File: src/rtl/vram_arbiter_pkg.sv
// Shared types for the VRAM arbiter: owner tags, CPU FSM states, default sizing.
package vram_arbiter_pkg;

  localparam int unsigned ADDR_W_DEF     = 14;
  localparam int unsigned DATA_W_DEF     = 8;
  localparam int unsigned RD_LAT_DEF     = 1;
  localparam int unsigned STARVE_MAX_DEF = 4;
  localparam int unsigned STARVE_W       = 4;

  typedef enum logic {
    OWN_VID = 1'b0,
    OWN_CPU = 1'b1
  } owner_e;

  typedef enum logic [1:0] {
    C_IDLE = 2'd0,
    C_BUSY = 2'd1,
    C_ACK  = 2'd2
  } cpu_state_e;

  typedef struct packed {
    logic   valid;
    owner_e owner;
  } rd_tag_t;

  function automatic rd_tag_t make_tag(input logic valid, input owner_e owner);
    rd_tag_t t;
    t.valid = valid;
    t.owner = owner;
    return t;
  endfunction

endpackage

File: src/rtl/vram_arbiter_if.sv
// CPU, video-fetch and VRAM-macro signals of the arbiter bundled as one interface.
interface vram_arbiter_if
  import vram_arbiter_pkg::*;
#(
  parameter int unsigned ADDR_W = ADDR_W_DEF,
  parameter int unsigned DATA_W = DATA_W_DEF
);
  logic              cpu_req;
  logic              cpu_we;
  logic [ADDR_W-1:0] cpu_addr;
  logic [DATA_W-1:0] cpu_wdata;
  logic [DATA_W-1:0] cpu_rdata;
  logic              cpu_ack;
  logic              vid_req;
  logic [ADDR_W-1:0] vid_addr;
  logic              vid_gnt;
  logic [DATA_W-1:0] vid_rdata;
  logic              vid_valid;
  logic              mem_en;
  logic              mem_we;
  logic [ADDR_W-1:0] mem_addr;
  logic [DATA_W-1:0] mem_wdata;
  logic [DATA_W-1:0] mem_rdata;

  // Requesters and memory macro side
  modport master (
    output cpu_req, cpu_we, cpu_addr, cpu_wdata, vid_req, vid_addr, mem_rdata,
    input  cpu_rdata, cpu_ack, vid_gnt, vid_rdata, vid_valid,
           mem_en, mem_we, mem_addr, mem_wdata
  );

  // Arbiter side
  modport slave (
    input  cpu_req, cpu_we, cpu_addr, cpu_wdata, vid_req, vid_addr, mem_rdata,
    output cpu_rdata, cpu_ack, vid_gnt, vid_rdata, vid_valid,
           mem_en, mem_we, mem_addr, mem_wdata
  );
endinterface

File: src/rtl/vram_arbiter_rd_pipe.sv
// Read-tag delay line: carries {valid, owner} from grant to the cycle the read data returns.
module vram_rd_pipe
  import vram_arbiter_pkg::*;
#(
  parameter int unsigned DEPTH = 2
) (
  input  logic    clk,
  input  logic    reset_n,
  input  rd_tag_t tag_in,
  output rd_tag_t tag_out
);

  rd_tag_t stage [DEPTH];

  always_ff @(posedge clk) begin
    if (!reset_n) begin
      for (int unsigned i = 0; i < DEPTH; i++) stage[i] <= '0;
    end else begin
      stage[0] <= tag_in;
      for (int unsigned i = 1; i < DEPTH; i++) stage[i] <= stage[i-1];
    end
  end

  assign tag_out = stage[DEPTH-1];

endmodule

File: src/rtl/vram_arbiter.sv
// Single-port VRAM arbiter: video fetch has priority, a starvation counter
// guarantees CPU progress, read data returns in grant order tagged by owner.
module vram_arbiter
  import vram_arbiter_pkg::*;
#(
  parameter int unsigned ADDR_W     = ADDR_W_DEF,
  parameter int unsigned DATA_W     = DATA_W_DEF,
  parameter int unsigned RD_LAT     = RD_LAT_DEF,
  parameter int unsigned STARVE_MAX = STARVE_MAX_DEF
) (
  input logic           clk,
  input logic           reset_n,
  vram_arbiter_if.slave bus
);

  localparam logic [STARVE_W-1:0] STARVE_LIM = STARVE_W'(STARVE_MAX);

  cpu_state_e          state;
  logic [STARVE_W-1:0] starve_cnt;
  logic                cpu_elig;
  logic                cpu_gnt;
  logic                vid_win;
  rd_tag_t             tag_in;
  rd_tag_t             tag_out;
  logic                vid_ret;
  logic                cpu_ret;

  // Arbitration for the current cycle; CPU only eligible with no transaction outstanding
  always_comb begin
    cpu_elig = bus.cpu_req && (state == C_IDLE);
    cpu_gnt  = cpu_elig && (!bus.vid_req || (starve_cnt == STARVE_LIM));
    vid_win  = bus.vid_req && !cpu_gnt;
    tag_in   = make_tag((cpu_gnt && !bus.cpu_we) || vid_win, cpu_gnt ? OWN_CPU : OWN_VID);
    vid_ret  = tag_out.valid && (tag_out.owner == OWN_VID);
    cpu_ret  = tag_out.valid && (tag_out.owner == OWN_CPU);
  end

  assign bus.vid_gnt = vid_win;

  vram_rd_pipe #(.DEPTH(RD_LAT + 1)) u_rd_pipe (
    .clk     (clk),
    .reset_n (reset_n),
    .tag_in  (tag_in),
    .tag_out (tag_out)
  );

  always_ff @(posedge clk) begin
    if (!reset_n) begin
      state         <= C_IDLE;
      starve_cnt    <= '0;
      bus.mem_en    <= 1'b0;
      bus.mem_we    <= 1'b0;
      bus.mem_addr  <= {ADDR_W{1'b0}};
      bus.mem_wdata <= {DATA_W{1'b0}};
      bus.cpu_ack   <= 1'b0;
      bus.cpu_rdata <= {DATA_W{1'b0}};
      bus.vid_valid <= 1'b0;
      bus.vid_rdata <= {DATA_W{1'b0}};
    end else begin
      // Command register: one memory command per cycle from the winner
      bus.mem_en <= cpu_gnt || vid_win;
      bus.mem_we <= cpu_gnt && bus.cpu_we;
      if (cpu_gnt) begin
        bus.mem_addr  <= bus.cpu_addr;
        bus.mem_wdata <= bus.cpu_we ? bus.cpu_wdata : {DATA_W{1'b0}};
      end else if (vid_win) begin
        bus.mem_addr  <= bus.vid_addr;
        bus.mem_wdata <= {DATA_W{1'b0}};
      end

      if (cpu_elig && !cpu_gnt)
        starve_cnt <= (starve_cnt == STARVE_LIM) ? starve_cnt : starve_cnt + STARVE_W'(1);
      else
        starve_cnt <= '0;

      bus.vid_valid <= vid_ret;
      if (vid_ret) bus.vid_rdata <= bus.mem_rdata;

      bus.cpu_ack <= 1'b0;
      case (state)
        C_IDLE: begin
          if (cpu_gnt) begin
            if (bus.cpu_we) begin
              state       <= C_ACK;
              bus.cpu_ack <= 1'b1;
            end else begin
              state <= C_BUSY;
            end
          end
        end
        C_BUSY: begin
          if (cpu_ret) begin
            state         <= C_ACK;
            bus.cpu_ack   <= 1'b1;
            bus.cpu_rdata <= bus.mem_rdata;
          end
        end
        C_ACK:   state <= C_IDLE;
        default: state <= C_IDLE;
      endcase
    end
  end

endmodule

File: src/flat_wrapper.sv
// flat-port wrapper written by rule: the top's interface ports become plain ports
module vram_arbiter_flat import vram_arbiter_pkg::*;
#(
  parameter int unsigned ADDR_W     = ADDR_W_DEF,
  parameter int unsigned DATA_W     = DATA_W_DEF,
  parameter int unsigned RD_LAT     = RD_LAT_DEF,
  parameter int unsigned STARVE_MAX = STARVE_MAX_DEF
)
  (clk, reset_n, bus_cpu_req, bus_cpu_we, bus_cpu_addr, bus_cpu_wdata, bus_vid_req, bus_vid_addr, bus_mem_rdata, bus_cpu_rdata, bus_cpu_ack, bus_vid_gnt, bus_vid_rdata, bus_vid_valid, bus_mem_en, bus_mem_we, bus_mem_addr, bus_mem_wdata);
  vram_arbiter_if #(.ADDR_W(ADDR_W), .DATA_W(DATA_W)) bus_i ();
  input logic clk;
  input logic reset_n;
  input wire logic [$bits(bus_i.cpu_req)-1:0] bus_cpu_req;
  input wire logic [$bits(bus_i.cpu_we)-1:0] bus_cpu_we;
  input wire logic [$bits(bus_i.cpu_addr)-1:0] bus_cpu_addr;
  input wire logic [$bits(bus_i.cpu_wdata)-1:0] bus_cpu_wdata;
  input wire logic [$bits(bus_i.vid_req)-1:0] bus_vid_req;
  input wire logic [$bits(bus_i.vid_addr)-1:0] bus_vid_addr;
  input wire logic [$bits(bus_i.mem_rdata)-1:0] bus_mem_rdata;
  output wire logic [$bits(bus_i.cpu_rdata)-1:0] bus_cpu_rdata;
  output wire logic [$bits(bus_i.cpu_ack)-1:0] bus_cpu_ack;
  output wire logic [$bits(bus_i.vid_gnt)-1:0] bus_vid_gnt;
  output wire logic [$bits(bus_i.vid_rdata)-1:0] bus_vid_rdata;
  output wire logic [$bits(bus_i.vid_valid)-1:0] bus_vid_valid;
  output wire logic [$bits(bus_i.mem_en)-1:0] bus_mem_en;
  output wire logic [$bits(bus_i.mem_we)-1:0] bus_mem_we;
  output wire logic [$bits(bus_i.mem_addr)-1:0] bus_mem_addr;
  output wire logic [$bits(bus_i.mem_wdata)-1:0] bus_mem_wdata;
  assign bus_i.cpu_req = bus_cpu_req;
  assign bus_i.cpu_we = bus_cpu_we;
  assign bus_i.cpu_addr = bus_cpu_addr;
  assign bus_i.cpu_wdata = bus_cpu_wdata;
  assign bus_i.vid_req = bus_vid_req;
  assign bus_i.vid_addr = bus_vid_addr;
  assign bus_i.mem_rdata = bus_mem_rdata;
  assign bus_cpu_rdata = bus_i.cpu_rdata;
  assign bus_cpu_ack = bus_i.cpu_ack;
  assign bus_vid_gnt = bus_i.vid_gnt;
  assign bus_vid_rdata = bus_i.vid_rdata;
  assign bus_vid_valid = bus_i.vid_valid;
  assign bus_mem_en = bus_i.mem_en;
  assign bus_mem_we = bus_i.mem_we;
  assign bus_mem_addr = bus_i.mem_addr;
  assign bus_mem_wdata = bus_i.mem_wdata;
  vram_arbiter #(.ADDR_W(ADDR_W), .DATA_W(DATA_W), .RD_LAT(RD_LAT), .STARVE_MAX(STARVE_MAX)) u_core (.clk(clk), .reset_n(reset_n), .bus(bus_i));
endmodule
File: config.mk
export PLATFORM = sky130hd
export DESIGN_NAME = vram_arbiter_flat
export DESIGN_NICKNAME = d
export VERILOG_FILES = /design/src/rtl/vram_arbiter_pkg.sv /design/src/rtl/vram_arbiter_if.sv /design/src/rtl/vram_arbiter_rd_pipe.sv /design/src/rtl/vram_arbiter.sv /design/src/flat_wrapper.sv
export SDC_FILE = /design/constraint.sdc
export NUM_CORES = 1
export LEC_CHECK = 0
export CORE_UTILIZATION = 37
export CTS_BUF_LIST = sky130_fd_sc_hd__clkbuf_4 sky130_fd_sc_hd__clkbuf_8 sky130_fd_sc_hd__clkbuf_16
export CTS_CLUSTER_SIZE = 25
export DETAILED_ROUTE_END_ITERATION = 16
export PLACE_DENSITY_LB_ADDON = 0.3
export SLEW_MARGIN = 10
export SYNTH_ARGS = -nofsm -noshare
export SYNTH_HDL_FRONTEND = slang
export SYNTH_SLANG_ARGS = --single-unit
File: constraint.sdc
create_clock -name clk -period 1.45 [get_ports clk]
set_input_delay 0.29 -clock clk [delete_from_list [all_inputs] [get_ports clk]]
set_output_delay 0.29 -clock clk [all_outputs]
set_load 0.1 [all_outputs]
# After elaboration in Yosys (flattened, before gate mapping)
# Memories as Yosys holds them, arrays and structs flattened.
# Index checks and enable logic that the tools add are counted.
[totals] ff_bits=48 mem_count=1 output_inout_bits=43 ram_bits=4 in_bits=49 wordCells=56
[op_classes] reduce_logical=19 bitwise_logic=3 addsub=1 n_mux=18 n_eq_ne=4
[memory_table] memory="u_core.u_rd_pipe.stage" depth=2 word_bits=2 read_ports=2 rd_ports_with_merged_regs=0 write_ports=2 line="vram_arbiter_rd_pipe.sv:13" rtl="rd_tag_t stage [DEPTH];"
[op_table] operator="$mux W14" n=2
[op_table] operator="$mux W8" n=3
[op_table] operator="$mux W2" n=5
[op_table] operator="$logic_and A1 B1 Y1" n=8
[op_table] operator="$mux W1" n=6
[op_table] operator="$reduce_and A2 Y1" n=3
[op_table] operator="$add A4 B1 Y4 const B" n=1
[op_table] operator="$eq A4 B3 Y1 const B" n=1
[op_table] operator="$ne A2 B1 Y1 const B" n=2
[op_table] operator="$pmux W2 S2" n=1
[op_table] operator="$logic_not A1 Y1" n=3
[op_table] operator="$logic_or A1 B1 Y1" n=3
[op_table] operator="$eq A2 B1 Y1 const B" n=1
[op_table] operator="$logic_not A2 Y1" n=1
[op_table] operator="$or A1 B1 Y1" n=2
[op_table] operator="$pmux W1 S2" n=1
[op_table] operator="$reduce_bool A2 Y1" n=1
[op_table] operator="$not A1 Y1" n=1

# Logic depth before layout (Yosys ltp)
# Gate-level depths: netlist (run 1).
[logic_depth] depth_word=7 depth_mapped=8 depth_no_buf=6

# Hierarchy
# From an unflattened synthesis (run 1), not the netlist that was laid out.
[hier_totals] cells_unflattened=205 hier_area_um2=1959.4
[modules_own_cells] module="vram_arbiter" seq_area_each_um2=960.9 cells_each=195 n_inst=1 area_each_um2=1839.3
[modules_own_cells] module="vram_rd_pipe" seq_area_each_um2=80.1 cells_each=10 n_inst=1 area_each_um2=120.1

# Worst setup path before layout (run 1)
# No wires, ideal clock.
[synth_path] path_kind="flip-flop to output port" start="register u_core.starve_cnt[0]" end="output bus_vid_gnt" required_time_ns=1.160 path_buffers=2 slack_ns=-1.313 t_arrival_ns=2.473 path_stages_with_launch=8 cell_sequence="dfxtp_1 > inv_1 > ha_1 > nand3b_1 > a21boi_2 > buf_6 > buf_8 > nor2b_1"
[synth_between] elab_chain_cells=5
[synth_lines] item="from (decl)" line="vram_arbiter.sv:19" rtl="logic [STARVE_W-1:0] starve_cnt;"
[synth_lines] item="from (signal assigned)" line="vram_arbiter.sv:72" rtl="starve_cnt <= (starve_cnt == STARVE_LIM) ? starve_cnt : starve_cnt + STARVE_W'(1);"
[synth_lines] item="$eq A4 B3 Y1" line="vram_arbiter.sv:31" rtl="cpu_gnt = cpu_elig && (!bus.vid_req || (starve_cnt == STARVE_LIM));"
[synth_lines] item="$logic_or A1 B1 Y1" line="vram_arbiter.sv:31"
[synth_lines] item="$logic_and A1 B1 Y1" line="vram_arbiter.sv:31"
[synth_lines] item="$logic_not A1 Y1" line="vram_arbiter.sv:32" rtl="vid_win = bus.vid_req && !cpu_gnt;"
[synth_lines] item="$logic_and A1 B1 Y1" line="vram_arbiter.sv:32"
[synth_lines] item="to (decl)" line="flat_wrapper.sv:22" rtl="output wire logic [$bits(bus_i.vid_gnt)-1:0] bus_vid_gnt;"
# No other way between the ends.

# Worst setup path after layout (run 1)
# Ends and elaborated chain as after synthesis.

==> run summary, run 1 <==
================================================================================
Result of the run                                                   complete, but fails checks
Violated checks                                                     setup timing
Cell type with the highest aggregate area in the netlist                 dfxtp_1
Library cell with the highest instance count after synthesis             dfxtp_1
Clock tree root buffer cell                                             clkbuf_8
Beginning of the worst hold path                                    u_core.u_rd_pipe.stage[0][0]
Worst setup slack for register-to-register paths                        -0.27 ns
Number of antenna violations at the first check in global routing              0
Number of antenna cells inserted                                               0
Minimum hold slack                                                     0.4418 ns
Share of Yosys cell area claimed by the top area cell type                52.86%
Mean routed wirelength per cell                                     13.44 microns
VDD IR max                                                             0.7609 mV
Sequential element share of the synthesized area                          52.86%
Count of vias placed by the detailed router                                1,789
Hold Crit Depth                                                                1
Detail Route Antenna Nets                                                      0
Total iterations of the first detailed-routing run                             4
Syn Inst Count                                                               200
Type of element capturing the critical path                           output pin
Unique masters post-synth                                                     29
WL final                                                                5.173 mm
Net count of the finished layout                                             365
Via count of the first global-routing pass                                 1,737
Count of max-cap constraint violations                                         0
Crit path max fanout                                                           2
Post-Synthesis Cell Area                                              1969 sq um
Design area                                                           3767 sq um
Clock skew after layout                                               0.01128 ns
Wire length of the first global-routing pass                            7.941 mm
Largest net degree at the start of global routing                             24
DRC marker count from the first detailed-route iteration                      49
Number of fillers in the final layout                                        356
Number of rows in the core area                                               26
Final worst-path cycle share                                              123.9%
Syn nets                                                                     251
Reg clk slew, reported paths                                             0.11 ns
Fin Setup TNS                                                          -4.609 ns
# hold bufs at CTS                                                             0
Starting density of the core                                              38.56%
Clock insertion delay at the later pin of the skew report                0.31 ns
Top-level I/O count                                                           92
Top post-synthesis cells by count                                   dfxtp_1, nand2_1, a21boi_0, mux2i_1
Clock tree from TritonCTS                                                    yes
Warnings from Yosys                                                            0
Worst slew margin relative to its limit                                   72.98%
Fin crit period                                                         1.796 ns
Most instantiated flip-flop cell in the synthesis netlist                dfxtp_1
Total Routing Usage GR                                                    19.31%
Share of post-route cells with drive strength above 1                     35.24%
Post-route setup slack                                                -0.3463 ns
H-tree depth reported by CTS                                                   2
Upper clock frequency limit                                           0.5567 GHz
Dpl hpwl                                                                3.778 mm
Pwr/cell area                                                       925.8 nW/um^2
Port buffer count                                                             91
Remaining DRCs                                                                 0
Mean cell area of the mapped netlist                                 9.847 sq um
Reg-to-Reg Start                                                    u_core.starve_cnt[0]
Leakage power                                                        0.001452 uW
Worst hold endpoint                                                 u_core.u_rd_pipe.stage[0][2]
Core region area                                                      5107 sq um
Pin slew with the least headroom to its limit                          0.4053 ns
Routability cong.                                                         0.8198
Clock buffer count from CTS                                                    5
Share of async-settable or async-resettable flops after synthesis             0%
Endpoint of the most critical register-to-register path             u_core.bus.mem_addr[1]
Die Span X                                                          74.96 microns
CP arrival                                                               1.51 ns
Area overhead of the layout relative to synthesis                         91.30%
CTS sink count                                                                52
RSZ-0062 raised after global routing                                        true
Maximum clock insertion buffer count                                           2
Vias per cell                                                              4.647
Die Height                                                          74.96 microns
Number of setup violations in the final report                                27
Area after detailed placement                                         3533 sq um
Final hold vios                                                                0
Startpoint class of the critical path                                  flip-flop
Number of synthesized flops with an enable pin                                 0
Start-to-end type of the worst setup path                           flip-flop to output pin
Endpoint required time on the critical path                              1.16 ns
FF+latch count, synth                                                         52
GR Overflow Total                                                              0
Area of the die                                                       5618 sq um
Worst r2r path cells                                                          10
Hold Crit Class                                                     flip-flop to flip-flop
Leading post-synthesis cells by cell area                           dfxtp_1, nand2_1, mux2i_1
Count of final max-slew check failures                                         0
================================================================================
stage by stage:
| step | cells | total power [uW] | util, % | setup WS (ns) |
|---|---|---|---|---|
| 2_1_floorplan | 200 | 2124 | - | -0.3972 |
| 3_3_place_gp | 373 | 2582 | 69.18 | -0.3809 |
| 3_5_place_dp | 373 | 2594 | 69.18 | -0.4559 |
| 4_1_cts | 384 | 3494 | 72.61 | -0.3595 |
| 5_1_grt | 385 | 3630 | 73.76 | -0.4104 |
| 6_report | 385 | 3488 | 73.76 | -0.3463 |
layout make-up:
cell class / instances / area (sq um) / area share, %
repair buffers: 117 / 1579 / 41.91
flip-flops and latches: 52 / 1046 / 27.76
multi-input cells: 133 / 942.2 / 25.01
well taps: 70 / 87.58 / 2.325
clock buffers: 5 / 68.82 / 1.827
clock inverters: 3 / 25.02 / 0.6642
inverters: 5 / 18.77 / 0.4982
per-layer routing:
metal | wire length [microns] | global-route usage, %
met5 | 0 | 0
met4 | 67 | 6.918
met3 | 496 | 9.237
met2 | 2558 | 31.43
met1 | 2050 | 22.17
report_power, final:
| part | switching (uW) | internal [uW] |
|---|---|---|
| sequential | 61.8 | 1490 |
| combinational | 598 | 472 |
| clock | 509 | 353 |
cells in the final DEF, fill, tap and decap left out, drive strengths merged:
master,netlist,layout
a211oi,1,1
a21boi,17,17
a21oi,5,5
a22o,8,8
and2,3,3
buf,3,69
clkbuf,7,5
clkdlybuf4s50,0,47
clkinvlp,0,1
dfxtp,52,52
dlygate4sd2,0,1
ha,2,2
inv,5,7
mux2i,14,14
nand2,48,48
nand2b,2,2
nand3,1,1
nand3b,1,1
nand4,1,1
nor2,5,5
nor2b,3,3
nor3b,2,2
nor4b,2,2
o21ai,15,15
or2,1,1
xnor2,1,1
xor2,1,1
critical path, stage by stage (launching register included):
cell      delay [ns]
dfxtp_2         0.34
inv_2           0.04
ha_4            0.14
nand3b_1        0.17
a21boi_4        0.09
buf_6           0.12
nor2b_4         0.12
buf_12          0.18
state kept, by name, indices dropped and copies added, names as in the netlist:
| name | flops |
|---|---|
| u_core.bus.vid_valid | 1 |
| u_core.state | 2 |
| u_core.bus.mem_en | 1 |
| u_core.bus.mem_addr | 14 |
| u_core.bus.vid_rdata | 8 |
| u_core.starve_cnt | 4 |
| u_core.bus.cpu_rdata | 8 |
| u_core.bus.mem_wdata | 8 |
| u_core.u_rd_pipe.stage | 4 |
| u_core.bus.cpu_ack | 1 |
| u_core.bus.mem_we | 1 |
kinds of logic (layout without fill, tap and decap cells):
| family | after synthesis | in the layout | synth area share, % |
|---|---|---|---|
| DFF | 52 | 52 | 52.86 |
| and+or+nand+nor | 69 | 69 | 16.14 |
| xor gates and xnor gates | 2 | 2 | 0.8896 |
| buffers and inverters | 15 | 130 | 3.875 |
| AOI/OAI and AO/OA | 46 | 46 | 17.85 |
| muxes | 14 | 14 | 7.115 |
| adders and majority gates | 2 | 2 | 1.270 |
worst max path at each step:
stage | from | end | depth (start not counted)
2_1_floorplan | u_core.starve_cnt[0] | bus_vid_gnt | 7
3_3_place_gp | bus_cpu_req | u_core.bus.mem_wdata[4] | 7
3_5_place_dp | bus_cpu_req | u_core.bus.mem_wdata[4] | 7
4_1_cts | u_core.starve_cnt[1] | bus_vid_gnt | 7
5_1_grt | u_core.starve_cnt[1] | bus_vid_gnt | 7
6_report | u_core.starve_cnt[0] | bus_vid_gnt | 7
timing repair:
| action | CTS | global route |
|---|---|---|
| pin swaps | 5 | 8 |
| gates cloned | 0 | 0 |
| endpoints found under the setup margin | 27 | 27 |
| resized for setup | 14 | 17 |
| setup buffers | 4 | 2 |
(Power assumes the default switching activity.)
==> run 2: changes to the inputs <==
--- a/config.mk
+++ b/config.mk
@@ -5,10 +5,11 @@
 export SDC_FILE = /design/constraint.sdc
 export NUM_CORES = 1
 export LEC_CHECK = 0
-export CORE_UTILIZATION = 37
+export CORE_UTILIZATION = 55
 export CTS_BUF_LIST = sky130_fd_sc_hd__clkbuf_4 sky130_fd_sc_hd__clkbuf_8 sky130_fd_sc_hd__clkbuf_16
 export CTS_CLUSTER_SIZE = 25
 export DETAILED_ROUTE_END_ITERATION = 16
+export DONT_BUFFER_PORTS = 1
 export PLACE_DENSITY_LB_ADDON = 0.3
 export SLEW_MARGIN = 10
 export SYNTH_ARGS = -nofsm -noshare
==> run 2 against run 1 <==
The flow still finishes with violations (setup timing); clock skew grew 0.0034 ns; worst hold slack got worse by 0.43 ns; first-iteration DRC count rose by 24%; cell count decreased by 17%; setup slack worse by 0.078 ns; count of clock-buffer cells in the layout did not move; clock power shrank 18%; core utilization increased by 6.2 points; non-clock buffer count shrank 43.
==> run summary, run 2 (same netlist as run 1, synthesis figures left out) <==
================================================================================
Result of the run                                                   complete, but fails checks
Violated checks                                                     setup timing
Number of antenna cells inserted                                               0
Clock skew after layout                                               0.01470 ns
Die Span X                                                          61.84 microns
Crit path max fanout                                                           2
Pin slew with the least headroom to its limit                          0.3213 ns
Post-route setup slack                                                -0.4244 ns
Share of the core filled with cells                                       79.96%
Worst slew margin relative to its limit                                   78.58%
Core region area                                                      3390 sq um
Family with the most delay on the worst path                          flip-flops
Count of final max-slew check failures                                         0
Dpl hpwl                                                                3.361 mm
Share of post-route cells with drive strength above 1                     34.56%
Upper clock frequency limit                                           0.5335 GHz
Pwr/cell area                                                       1112 nW/um^2
H-tree depth reported by CTS                                                   2
Starting density of the core                                              58.10%
Placement Setup Slack                                                -0.04992 ns
Leakage power                                                        0.001125 uW
Startpoint class of the critical path                                  flip-flop
DRC marker count from the first detailed-route iteration                      61
Reg clk slew, reported paths                                             0.17 ns
Clock buffer count from CTS                                                    5
Hold Crit Class                                                     input pin to flip-flop
Remaining DRCs                                                                 0
VDD IR max                                                             0.9530 mV
Worst path slowest cell                                                  dfxtp_2
Detail Route Antenna Nets                                                      0
Highest cell delay on the worst timing path                              0.37 ns
GR Overflow Total                                                              0
Port buffer count                                                              0
Via count of the first global-routing pass                                 1,576
Net count of the finished layout                                             322
Clock insertion delay at the later pin of the skew report                0.39 ns
WL final                                                                4.981 mm
Number of antenna violations at the first check in global routing              0
WP buf/inv                                                                     3
Type of element capturing the critical path                           output pin
Cell-by-cell listing of the critical path                           inv_2, ha_4, nand3b_1, a21boi_2, buf_6, nor2b_4, buf_12
Fin crit period                                                         1.874 ns
Commonest non-fill, non-tap cell in the layout                             buf_4
Count of max-cap constraint violations                                         0
Vias per cell                                                              5.368
Power after layout                                                       3013 uW
Total iterations of the first detailed-routing run                             4
Number of rows in the core area                                               21
Largest net degree at the start of global routing                             27
Die Height                                                          61.84 microns
Fin Setup TNS                                                          -1.640 ns
Commonest cells after routing, fill and taps aside                  buf_4, dfxtp_1, nand2_1
Final worst-path cycle share                                              129.3%
Number of flip-flops under the largest register name                          14
CTS sink count                                                                52
Start-to-end type of the worst setup path                           flip-flop to output pin
CP arrival                                                               1.58 ns
Area overhead of the layout relative to synthesis                         37.61%
Area of the die                                                       3824 sq um
Endpoint required time on the critical path                              1.16 ns
Number of setup violations in the final report                                17
Top-level I/O count                                                           92
Total Routing Usage GR                                                    24.76%
Wire length of the first global-routing pass                            6.727 mm
Final hold vios                                                                0
Top register by number of flip-flops                                u_core.bus.mem_addr
Clock tree root buffer cell                                             clkbuf_4
Count of vias placed by the detailed router                                1,707
Routability cong.                                                         0.7491
Maximum clock insertion buffer count                                           2
Mean routed wirelength per cell                                     15.66 microns
Clock tree from TritonCTS                                                    yes
RSZ-0062 raised after global routing                                        true
================================================================================
## run 2: final cells by class
type                       instances  area (sq um)
sequential                        52          1044
multi-input combinational        133         899.6
fill                             202         679.4
timing repair buffer              74         628.1
tap                               46         57.56
clock buffer                       5         37.54
clock inverter                     3         25.02
inverter                           5         18.77
## run 2: path summary, 6_finish.rpt
kind | cells after the start | from | slack [ns] | end
worst max-delay path | 7 | u_core.starve_cnt[0] | -0.42 | bus_vid_gnt
worst min-delay path | 2 | bus_mem_rdata[6] | 0.02 | u_core.bus.vid_rdata[6]
worst max register to register | 6 | u_core.state[0] | -0.12 | u_core.state[1]
worst min register to register | 1 | u_core.u_rd_pipe.stage[0][1] | 0.45 | u_core.u_rd_pipe.stage[0][3]
## run 2: power by group
group	internal [uW]	leakage (uW)	switching, uW
Combinational	226	0.000667	564
Clock	202	0.0000322	502
Sequential	1490	0.000426	24.7
## run 2: metrics by stage
stage                     std cells  area (sq um)  hold slack [ns]
final                           318          2710          0.01552
after global routing            318          2710         0.001506
after CTS                       310          2615         0.001789
after detailed placement        294          2445           0.3877
after global placement          294          2445           0.3877
after floorplan                 200          1992           0.3819
## run 2: routing by layer
metal,GRT usage [%],routed length (microns)
met4,9.524,129
met5,0,0
met1,24.51,1874
met3,8.282,394
met2,47.31,2583
## run 2: timing repair
item,in CTS,in global routing
resized for setup,9,4
buffers inserted,4,1
hold buffers,3,6
endpoints found under the hold margin,3,8
pin swaps,2,4
gates cloned,1,1
setup endpoints to repair,21,26
==> run 3: changes to the inputs <==
--- a/config.mk
+++ b/config.mk
@@ -5,7 +5,8 @@
 export SDC_FILE = /design/constraint.sdc
 export NUM_CORES = 1
 export LEC_CHECK = 0
-export CORE_UTILIZATION = 55
+export CORE_ASPECT_RATIO = 2
+export CORE_UTILIZATION = 65
 export CTS_BUF_LIST = sky130_fd_sc_hd__clkbuf_4 sky130_fd_sc_hd__clkbuf_8 sky130_fd_sc_hd__clkbuf_16
 export CTS_CLUSTER_SIZE = 25
 export DETAILED_ROUTE_END_ITERATION = 16
==> constraint.sdc (replaced) <==
create_clock -name clk -period 2.2 [get_ports clk]
set_input_delay 0.44 -clock clk [delete_from_list [all_inputs] [get_ports clk]]
set_output_delay 0.44 -clock clk [all_outputs]
set_load 0.1 [all_outputs]
==> run 3 against run 2 <==
The run now ends clean; worst hold slack improved by 0.21 ns; total power decreased by 30%; clock power decreased by 7.2%; critical path depth decreased by 1; cell area decreased by 10%; sequential power decreased by 34%; first-iteration DRC count decreased by 28%; core utilization increased by 7.0 points; count of clock-buffer cells in the layout increased by 1; critical path type unchanged.
==> run summary, run 3 (same netlist as run 1, synthesis figures left out) <==
================================================================================
Core region area                                                      2804 sq um
Area overhead of the layout relative to synthesis                         23.76%
Leakage power                                                        0.001001 uW
VDD IR max                                                             0.8196 mV
Met2 wire len                                                           2.933 mm
Total iterations of the first detailed-routing run                             4
Top-level I/O count                                                           92
Sequential cell fraction of total power                                    47.3%
Top register by number of flip-flops                                u_core.bus.mem_addr
CP arrival                                                               1.69 ns
Net count of the finished layout                                             295
Commonest non-fill, non-tap cell in the layout                           dfxtp_1
Number of antenna cells inserted                                               0
Clock insertion delay at the later pin of the skew report                0.30 ns
Largest net degree at the start of global routing                             27
Worst path slowest cell                                                  dfxtp_1
Endpoint required time on the critical path                              1.76 ns
Via count of the first global-routing pass                                 1,620
Clock tree root buffer cell                                             clkbuf_8
WL final                                                                5.032 mm
Clock skew after layout                                              0.008550 ns
Total Routing Usage GR                                                    32.81%
Fin crit period                                                         2.127 ns
Port buffer count                                                              0
Count of max-cap constraint violations                                         0
Highest Signal Layer                                                        met4
Highest cell delay on the worst timing path                              0.42 ns
Number of instances resized during post-cts repair                             0
# Post-CTS Setup Buffers                                                       0
Die Height                                                          79.84 microns
Final worst-path cycle share                                              96.67%
Minimum hold slack                                                     0.2252 ns
Cell-by-cell listing of the critical path                           inv_1, ha_1, nand3b_1, a21boi_2, nor2b_4, buf_12
Pwr/cell area                                                       869.3 nW/um^2
Fraction of power consumed by combinational cells                          21.9%
Family with the most delay on the worst path                          flip-flops
Upper clock frequency limit                                           0.4702 GHz
WP buf/inv                                                                     2
Count of final max-slew check failures                                         0
Count of vias placed by the detailed router                                1,624
H-tree depth reported by CTS                                                   2
Vias per cell                                                              5.927
Remaining DRCs                                                                 0
Dpl hpwl                                                                3.860 mm
Mean routed wirelength per cell                                     18.36 microns
CTS sink count                                                                52
RSZ-0062 raised after global routing                                       false
Clock buffer count from CTS                                                    5
Area of the die                                                       3267 sq um
Type of element capturing the critical path                           output pin
Worst slew margin relative to its limit                                   59.01%
Hold Crit Class                                                     input pin to flip-flop
Pin slew with the least headroom to its limit                          0.6136 ns
Routed met3 length                                                   303 microns
# hold bufs at CTS                                                             0
Number of antenna violations at the first check in global routing              0
Wire length of the first global-routing pass                            7.196 mm
Result of the run                                                      completed
Maximum clock insertion buffer count                                           2
Net switching fraction of the power                                       32.15%
Crit path max fanout                                                           4
Power after layout                                                       2119 uW
Detail Route Antenna Nets                                                      0
Fin Setup TNS                                                               0 ns
DRT met1 WL                                                             1.580 mm
Starting density of the core                                              70.24%
Reg clk slew, reported paths                                             0.09 ns
Routability cong.                                                         0.6473
Portion of total power attributed to the clock network                     30.8%
Internal portion of total power                                          1438 uW
DRC marker count from the first detailed-route iteration                      44
Number of rows in the core area                                               27
Number of setup violations in the final report                                 0
Share of post-route cells with drive strength above 1                     28.16%
Startpoint class of the critical path                                  flip-flop
Commonest cells after routing, fill and taps aside                  dfxtp_1, nand2_1, buf_4
Switching component of the power                                        681.1 uW
Clock tree from TritonCTS                                                    yes
Number of flip-flops under the largest register name                          14
Final hold vios                                                                0
GR Overflow Total                                                              0
Die Span X                                                          40.92 microns
Start-to-end type of the worst setup path                           flip-flop to output pin
Share of the core filled with cells                                       86.93%
================================================================================
==> run 3: layer usage <==
| layer | global-route usage (%) | vias up |
|---|---|---|
| li1 | - | 759 |
| met1 | 27.82 | 764 |
| met2 | 60.16 | 80 |
| met3 | 7.242 | 21 |
| met4 | 19.00 | 0 |
| met5 | 0 | - |
==> run 3: power groups by stage <==
stage	logic, uW	clock network, uW	registers [uW]
3_5_place_dp	463	0	1020
5_1_grt	477	679	1010
4_1_cts	464	650	1000
3_3_place_gp	448	0	1020
2_1_floorplan	117	0	1280
6_report	464	653	1000
==> run 3: final cells by class <==
type | count | area, sq um
Multi-Input combinational cell | 133 | 864.6
Fill cell | 156 | 366.6
Tap cell | 29 | 36.28
Timing Repair Buffer | 47 | 365.4
Sequential cell | 52 | 1041
Clock inverter | 2 | 35.03
Inverter | 5 | 18.77
Clock buffer | 6 | 76.32
==> run 3: final timing paths <==
check | start | end | slack (ns) | cells past startpoint
hold / removal | bus_vid_req | u_core.u_rd_pipe.stage[0][0] | 0.23 | 1
setup reg to reg | u_core.starve_cnt[0] | u_core.bus.cpu_ack | 0.32 | 7
setup / recovery | u_core.starve_cnt[0] | bus_vid_gnt | 0.07 | 6
hold reg to reg | u_core.bus.vid_rdata[1] | u_core.bus.vid_rdata[1] | 0.47 | 2
==> run 3: stage by stage <==
| step | cell area (sq um) | cells | setup slack [ns] |
|---|---|---|---|
| 2_1_floorplan | 1977 | 200 | 0.1338 |
| 3_3_place_gp | 2326 | 266 | 0.5328 |
| 3_5_place_dp | 2326 | 266 | 0.3740 |
| 4_1_cts | 2437 | 274 | 0.06402 |
| 5_1_grt | 2437 | 274 | 0.005115 |
| 6_report | 2437 | 274 | 0.07317 |
